[src/rtl/stream_xor_decrypt_if.sv]
// Bundle of the control, keystream, ciphertext and plaintext signals of
// stream_xor_decrypt. The slave modport is the decryptor's view; master is
// the view of whatever surrounds it (keystream core, source and sink).
// Handshake rule for the ks, ct and pt channels: a transfer happens on a
// rising clk edge where valid && ready are both high; a source holding valid
// keeps its payload stable until that edge.
interface stream_xor_decrypt_if #(
    parameter int DATA_SIZE   = 8,
    parameter int BLOCK_BYTES = 64,
    parameter int CTR_W       = 32
);
    logic                                     start;
    logic [CTR_W-1:0]                         init_counter;
    logic                                     ks_req;
    logic [CTR_W-1:0]                         ks_counter;
    logic                                     ks_valid;
    logic                                     ks_ready;
    logic [0:BLOCK_BYTES-1][DATA_SIZE-1:0]    ks_block;
    logic                                     ct_valid;
    logic                                     ct_ready;
    logic [DATA_SIZE-1:0]                     ct_data;
    logic                                     ct_last;
    logic                                     pt_valid;
    logic                                     pt_ready;
    logic [DATA_SIZE-1:0]                     pt_data;
    logic                                     pt_last;
    logic                                     busy;
    logic                                     ctr_overflow;
    logic [2:0]                               dbg_state;

    modport slave (
        input  start, init_counter, ks_valid, ks_block,
               ct_valid, ct_data, ct_last, pt_ready,
        output ks_req, ks_counter, ks_ready, ct_ready,
               pt_valid, pt_data, pt_last, busy, ctr_overflow, dbg_state
    );

    modport master (
        output start, init_counter, ks_valid, ks_block,
               ct_valid, ct_data, ct_last, pt_ready,
        input  ks_req, ks_counter, ks_ready, ct_ready,
               pt_valid, pt_data, pt_last, busy, ctr_overflow, dbg_state
    );
endinterface

[src/rtl/stream_xor_decrypt.sv]
// Byte-serial ChaCha20 decrypt stage: buffers one 64-byte keystream block,
// XORs incoming ciphertext bytes against it and presents plaintext through a
// single-entry output register. The block counter advances and a new block
// is requested each time the buffered block is used up mid-message.
// Optional feature: define STREAM_XOR_CTR_GUARD_EN to stop the message with a
// sticky ctr_overflow flag instead of letting the block counter wrap.
// dbg_state exposes the FSM state (IDLE=0 REQ=1 WAIT_KS=2 STREAM=3 DRAIN=4).
module stream_xor_decrypt #(
    parameter int DATA_SIZE   = 8,
    parameter int BLOCK_BYTES = 64,
    parameter int CTR_W       = 32
) (
    input  logic                  clk,
    input  logic                  rst,
    stream_xor_decrypt_if.slave   bus
);
    localparam int IDX_W = $clog2(BLOCK_BYTES);
    localparam logic [IDX_W-1:0] LAST_IDX = IDX_W'(BLOCK_BYTES - 1);

    typedef enum logic [2:0] {
        IDLE    = 3'd0,
        REQ     = 3'd1,
        WAIT_KS = 3'd2,
        STREAM  = 3'd3,
        DRAIN   = 3'd4
    } state_t;

    state_t                                state;
    state_t                                state_nxt;
    logic [CTR_W-1:0]                      ctr;
    logic [IDX_W-1:0]                      idx;
    logic [0:BLOCK_BYTES-1][DATA_SIZE-1:0] ks_buf;
    logic [DATA_SIZE-1:0]                  pt_data_r;
    logic                                  pt_last_r;
    logic                                  pt_valid_r;
    logic                                  ct_rdy;
    logic                                  ct_fire;
    logic                                  pt_fire;
    logic                                  ks_fire;
    logic                                  start_fire;
    logic                                  blk_end;
    logic                                  ovf_hit;

    // Handshake qualifiers; the output register accepts a byte when empty or draining.
    always_comb begin
        ct_rdy     = (state == STREAM) && (!pt_valid_r || bus.pt_ready);
        ct_fire    = bus.ct_valid && ct_rdy;
        pt_fire    = pt_valid_r && bus.pt_ready;
        ks_fire    = (state == WAIT_KS) && bus.ks_valid;
        start_fire = (state == IDLE) && bus.start;
        blk_end    = ct_fire && !bus.ct_last && (idx == LAST_IDX);
    end

`ifdef STREAM_XOR_CTR_GUARD_EN
    // Block boundary reached while the counter is at its maximum value.
    assign ovf_hit = blk_end && (ctr == {CTR_W{1'b1}});
`else
    assign ovf_hit = 1'b0;
`endif

    // Next-state decode.
    always_comb begin
        state_nxt = state;
        case (state)
            IDLE:    if (bus.start) state_nxt = REQ;
            REQ:     state_nxt = WAIT_KS;
            WAIT_KS: if (bus.ks_valid) state_nxt = STREAM;
            STREAM: begin
                if (ct_fire) begin
                    if (bus.ct_last)           state_nxt = DRAIN;
                    else if (idx == LAST_IDX)  state_nxt = ovf_hit ? DRAIN : REQ;
                end
            end
            DRAIN:   if (pt_fire) state_nxt = IDLE;
            default: state_nxt = IDLE;
        endcase
    end

    // State, block counter and keystream byte index.
    always_ff @(posedge clk or posedge rst) begin
        if (rst) begin
            state <= IDLE;
            ctr   <= '0;
            idx   <= '0;
        end else begin
            state <= state_nxt;
            if (start_fire)   ctr <= bus.init_counter;
            else if (blk_end) ctr <= ctr + CTR_W'(1);
            if (ks_fire)      idx <= '0;
            else if (ct_fire) idx <= idx + IDX_W'(1);
        end
    end

    // Keystream buffer; overwritten only when the next block is accepted.
    always_ff @(posedge clk) begin
        if (ks_fire) ks_buf <= bus.ks_block;
    end

    // Single-entry plaintext register; a load in the same cycle as a drain keeps it full.
    always_ff @(posedge clk or posedge rst) begin
        if (rst) begin
            pt_valid_r <= 1'b0;
            pt_data_r  <= '0;
            pt_last_r  <= 1'b0;
        end else if (ct_fire) begin
            pt_valid_r <= 1'b1;
            pt_data_r  <= bus.ct_data ^ ks_buf[idx];
            pt_last_r  <= bus.ct_last;
        end else if (pt_fire) begin
            pt_valid_r <= 1'b0;
        end
    end

`ifdef STREAM_XOR_CTR_GUARD_EN
    logic ovf_r;

    // Sticky wrap flag, cleared by the next accepted start.
    always_ff @(posedge clk or posedge rst) begin
        if (rst)             ovf_r <= 1'b0;
        else if (start_fire) ovf_r <= 1'b0;
        else if (ovf_hit)    ovf_r <= 1'b1;
    end

    assign bus.ctr_overflow = ovf_r;
`else
    assign bus.ctr_overflow = 1'b0;
`endif

    assign bus.ks_req     = (state == REQ);
    assign bus.ks_ready   = (state == WAIT_KS);
    assign bus.ks_counter = ctr;
    assign bus.ct_ready   = ct_rdy;
    assign bus.pt_valid   = pt_valid_r;
    assign bus.pt_data    = pt_data_r;
    assign bus.pt_last    = pt_last_r;
    assign bus.busy       = (state != IDLE);
    assign bus.dbg_state  = state;
endmodule

[src/flat_wrapper.sv]
// flat-port wrapper written by rule: the top's interface ports become plain ports
module stream_xor_decrypt_flat 
#(
    parameter int DATA_SIZE   = 8,
    parameter int BLOCK_BYTES = 64,
    parameter int CTR_W       = 32
)
  (clk, rst, bus_start, bus_init_counter, bus_ks_valid, bus_ks_block, bus_ct_valid, bus_ct_data, bus_ct_last, bus_pt_ready, bus_ks_req, bus_ks_counter, bus_ks_ready, bus_ct_ready, bus_pt_valid, bus_pt_data, bus_pt_last, bus_busy, bus_ctr_overflow, bus_dbg_state);
  stream_xor_decrypt_if #(.DATA_SIZE(DATA_SIZE), .BLOCK_BYTES(BLOCK_BYTES), .CTR_W(CTR_W)) bus_i ();
  input  logic clk;
  input  logic rst;
  input wire logic [$bits(bus_i.start)-1:0] bus_start;
  input wire logic [$bits(bus_i.init_counter)-1:0] bus_init_counter;
  input wire logic [$bits(bus_i.ks_valid)-1:0] bus_ks_valid;
  input wire logic [$bits(bus_i.ks_block)-1:0] bus_ks_block;
  input wire logic [$bits(bus_i.ct_valid)-1:0] bus_ct_valid;
  input wire logic [$bits(bus_i.ct_data)-1:0] bus_ct_data;
  input wire logic [$bits(bus_i.ct_last)-1:0] bus_ct_last;
  input wire logic [$bits(bus_i.pt_ready)-1:0] bus_pt_ready;
  output wire logic [$bits(bus_i.ks_req)-1:0] bus_ks_req;
  output wire logic [$bits(bus_i.ks_counter)-1:0] bus_ks_counter;
  output wire logic [$bits(bus_i.ks_ready)-1:0] bus_ks_ready;
  output wire logic [$bits(bus_i.ct_ready)-1:0] bus_ct_ready;
  output wire logic [$bits(bus_i.pt_valid)-1:0] bus_pt_valid;
  output wire logic [$bits(bus_i.pt_data)-1:0] bus_pt_data;
  output wire logic [$bits(bus_i.pt_last)-1:0] bus_pt_last;
  output wire logic [$bits(bus_i.busy)-1:0] bus_busy;
  output wire logic [$bits(bus_i.ctr_overflow)-1:0] bus_ctr_overflow;
  output wire logic [$bits(bus_i.dbg_state)-1:0] bus_dbg_state;
  assign bus_i.start = bus_start;
  assign bus_i.init_counter = bus_init_counter;
  assign bus_i.ks_valid = bus_ks_valid;
  assign bus_i.ks_block = bus_ks_block;
  assign bus_i.ct_valid = bus_ct_valid;
  assign bus_i.ct_data = bus_ct_data;
  assign bus_i.ct_last = bus_ct_last;
  assign bus_i.pt_ready = bus_pt_ready;
  assign bus_ks_req = bus_i.ks_req;
  assign bus_ks_counter = bus_i.ks_counter;
  assign bus_ks_ready = bus_i.ks_ready;
  assign bus_ct_ready = bus_i.ct_ready;
  assign bus_pt_valid = bus_i.pt_valid;
  assign bus_pt_data = bus_i.pt_data;
  assign bus_pt_last = bus_i.pt_last;
  assign bus_busy = bus_i.busy;
  assign bus_ctr_overflow = bus_i.ctr_overflow;
  assign bus_dbg_state = bus_i.dbg_state;
  stream_xor_decrypt #(.DATA_SIZE(DATA_SIZE), .BLOCK_BYTES(BLOCK_BYTES), .CTR_W(CTR_W)) u_core (.clk(clk), .rst(rst), .bus(bus_i));
endmodule
[config.mk]
export PLATFORM = sky130hd
export DESIGN_NAME = stream_xor_decrypt_flat
export DESIGN_NICKNAME = d
export VERILOG_FILES = /design/src/rtl/stream_xor_decrypt_if.sv /design/src/rtl/stream_xor_decrypt.sv /design/src/flat_wrapper.sv
export SDC_FILE = /design/constraint.sdc
export NUM_CORES = 1
export LEC_CHECK = 0
export CORE_AREA = 2 2 237 239
export DETAILED_ROUTE_END_ITERATION = 8
export DIE_AREA = 0 0 239 241
export PLACE_DENSITY_LB_ADDON = 0.2
export SYNTH_ARGS = -nofsm -noshare
export SYNTH_HDL_FRONTEND = slang
export SYNTH_SLANG_ARGS = --single-unit
[constraint.sdc]
create_clock -name clk -period 18.5 [get_ports clk]
set_input_delay 3.7 -clock clk [delete_from_list [all_inputs] [get_ports clk]]
set_output_delay 3.7 -clock clk [all_outputs]
set_load 0.02 [all_outputs]
==> impl_metrics.ini <==
[clock_network]
numClockSinks = 563
cts_resized = 0
clk_path_buf_depth = 3
cts-root-buf = clkbuf_16
tritoncts = yes
cts.clk_slew.worst_paths_ps = 60
numCtsBuffers = 59
cts_setup_buffers = 0
clk_latency_ps = 620
cts_hold_buf = 0
h-tree-depth = 2

[synth]
synth_seq_area_share = 0.743
synth.mux.area_fraction = 0.141
synth_top_family_by_area = multiplexers
synthesis.area_mm2 = 0.0224
yosysWarnings = 0
synth_cell_types = 58
yosys.area_share.xor_xnor = 0.0148
synth_ff_type = edfxtp_1
syn_nets = 1735
synthSimpleGateAreaFrac = 0.0410
synthCells = 1174
yosys_register_bits = 563
synthAdderAreaFrac = 0.00112
syn_avg_cell_area_um2 = 19.1
synth-edff-count = 512
async_reset_ff_frac = 0.0906
synth_compound_area_frac = 0.0419

[final_layout]
syn_to_final_growth_pct = 38.6
mostFrequentLayoutCell = clkdlybuf4s50_1
drive_above_1_share = 0.144
n_fill_cell = 4310
fin_area_mm2 = 0.0311
nNetsFinal = 2358
finish.utilization = 0.566
final_cell_mix = 607 x clkdlybuf4s50_1, 512 x edfxtp_1, 106 x mux4_2

[sta]
setup_viol = 0
finalCritPeriodShare = 0.480
max_freq_mhz = 113
layout_min_cycle_time_ps = 8870
finalHoldViolations = 0
rsz0062_at_grt = no
maxSlewHeadroom = 0.195
slew_violations = 0
fin_setup_tns_ps = 0
fin_ws_ps = 9630
fin_skew_ps = 24.4
worst_slew_pin_slew_ps = 1200

[route]
wl_mm = 65.8
drc = 0
routedWlPerCell_um = 25.7
vias = 13400
drt_iter0_drc = 922
ant_nets = 0
first_pass_iters = 5
vias_per_cell = 5.22

[floorplan]
rows = 86
die_w_um = 239
core_area_mm2 = 0.0549
start_util = 0.409
ioPinCount = 609
die_h_um = 241
die-area_mm2 = 0.0576

[grt]
grt_pass1_wl_mm = 91.9
grt_start_max_net_pins = 180
first_global_vias = 14100
gr-total-overflow = 0
grt_use_total = 0.224
antenna_found_initial = 24

[setup_path]
worstSetupEndpointType = output port
cp-start-kind = input pin
crit_fanout = 4
critPathKind = in -> out
cp_data_arrival_time_ps = 5170
cp.required_ps = 14800

[pwr]
power_leakage_nw = 10.3
power.density_cell_area_mw_per_mm2 = 133
ir_drop_mv = 0.0841

[min_path]
min_path_type = reg -> reg

[status]
run_status = complete, no violations

[place]
post-dp-hpwl_mm = 48.4
post_dp_cell_area_mm2 = 0.0292
pre_cts_ws_ps = 9610
finalWeightedCongestion = 0.799
portBuffers = 607

[flow_run]
max_cap_viol_count = 0
[per-stage QoR]
| step | instances | hold WS [ps] | power (W) |
|---|---|---|---|
| final | 2561 | 487 | 0.00412 |
| after global routing | 2560 | 524 | 0.00431 |
| after CTS | 2548 | 499 | 0.00417 |
| after detailed placement | 2440 | 484 | 0.00303 |
| after global placement | 2440 | 471 | 0.00300 |
| after floorplan | 1174 | 590 | 0.00264 |
[state kept, by name, summed over array words and instances, names as in the netlist]
register	flops
u_core.bus.pt_valid	1
u_core.bus.pt_data	8
u_core.bus.ks_counter	32
u_core.ks_buf	512
u_core.bus.pt_last	1
u_core.idx	6
u_core.bus.dbg_state	3
[layout make-up]
| class | count | area [um^2] | share of cell area |
|---|---|---|---|
| sequential | 563 | 16700 | 0.536 |
| timing repair buffer | 621 | 6190 | 0.199 |
| multi-input combinational | 541 | 5400 | 0.174 |
| clock buffer | 71 | 1560 | 0.0503 |
| tap | 704 | 881 | 0.0284 |
| clock inverter | 37 | 292 | 0.00938 |
| inverter | 11 | 41.3 | 0.00133 |
| antenna | 13 | 32.5 | 0.00105 |
[worst paths after layout]
check,cells after the start,endpoint,from,slack [ps]
worst max-delay path,4,bus_ct_ready,bus_pt_ready,9630
worst min-delay path,2,u_core.bus.pt_data[1],u_core.bus.pt_data[1],490
worst max register to register,8,u_core.bus.ks_counter[21],u_core.idx[0],14560
worst min register to register,2,u_core.bus.pt_data[1],u_core.bus.pt_data[1],490
max in group asynchronous,3,u_core.idx[2],rst,14310
min in group asynchronous,3,u_core.bus.ks_counter[10],rst,3630
[worst max-delay path: stages]
cell and delay [ps]:
clkdlybuf4s50_1 510, nand2b_1 170, and3_1 180, clkdlybuf4s50_1 610
[report_power, final]
part / internal [W] / leakage [nW] / switching (W)
clock: 0.000655 / 0.905 / 0.000492
sequential: 0.00173 / 5.38 / 0.000147
combinational: 0.000534 / 4.06 / 0.000566
[synth_stat cells, drive strengths merged, types with 2 or more instances]
library cell	instances	area share
nor2b	3	0.00084
nand2b	3	0.00084
a21oi	16	0.0036
and2b	3	0.0010
or2	3	0.00084
a222oi	7	0.0031
nand4	11	0.0033
a211oi	2	0.00067
o221ai	14	0.0055
and2	3	0.00084
nor3	8	0.0023
mux2	51	0.026
a22o	8	0.0031
o22ai	10	0.0028
nor2	35	0.0059
buf	38	0.012
mux4	106	0.11
nor4	7	0.0022
edfxtp	512	0.69
o32ai	2	0.0011
o21ai	40	0.0089
inv	11	0.0018
a221o	2	0.00089
nand2	78	0.013
ha	2	0.0011
xnor2	30	0.012
o31a	5	0.0020
or3	3	0.00084
and3	10	0.0028
clkbuf	21	0.0035
or3b	2	0.00078
o21a	5	0.0017
xor2	8	0.0031
a32o	6	0.0027
a22oi	6	0.0020
nand3	14	0.0033
mux2i	21	0.0094
o211ai	7	0.0023
dfrtp	51	0.057
[cells by family after synthesis]
family                     Yosys count
and+or+nand+nor                    188
buffers and inverters               70
DFF                                563
adders and majority gates            2
muxes                              178
AOI/OAI and AO/OA                  134
xor gates and xnor gates            38
other                                1
[metal layers]
metal  vias up  global-route usage  share of wire
met4        22              0.0727          0.024
met2       499               0.383           0.51
met3       106              0.0710          0.082
met5         -                   0         0.0020
li1       6030                   -              -
met1      6709               0.269           0.38
Power figures use the tool's default switching activity.
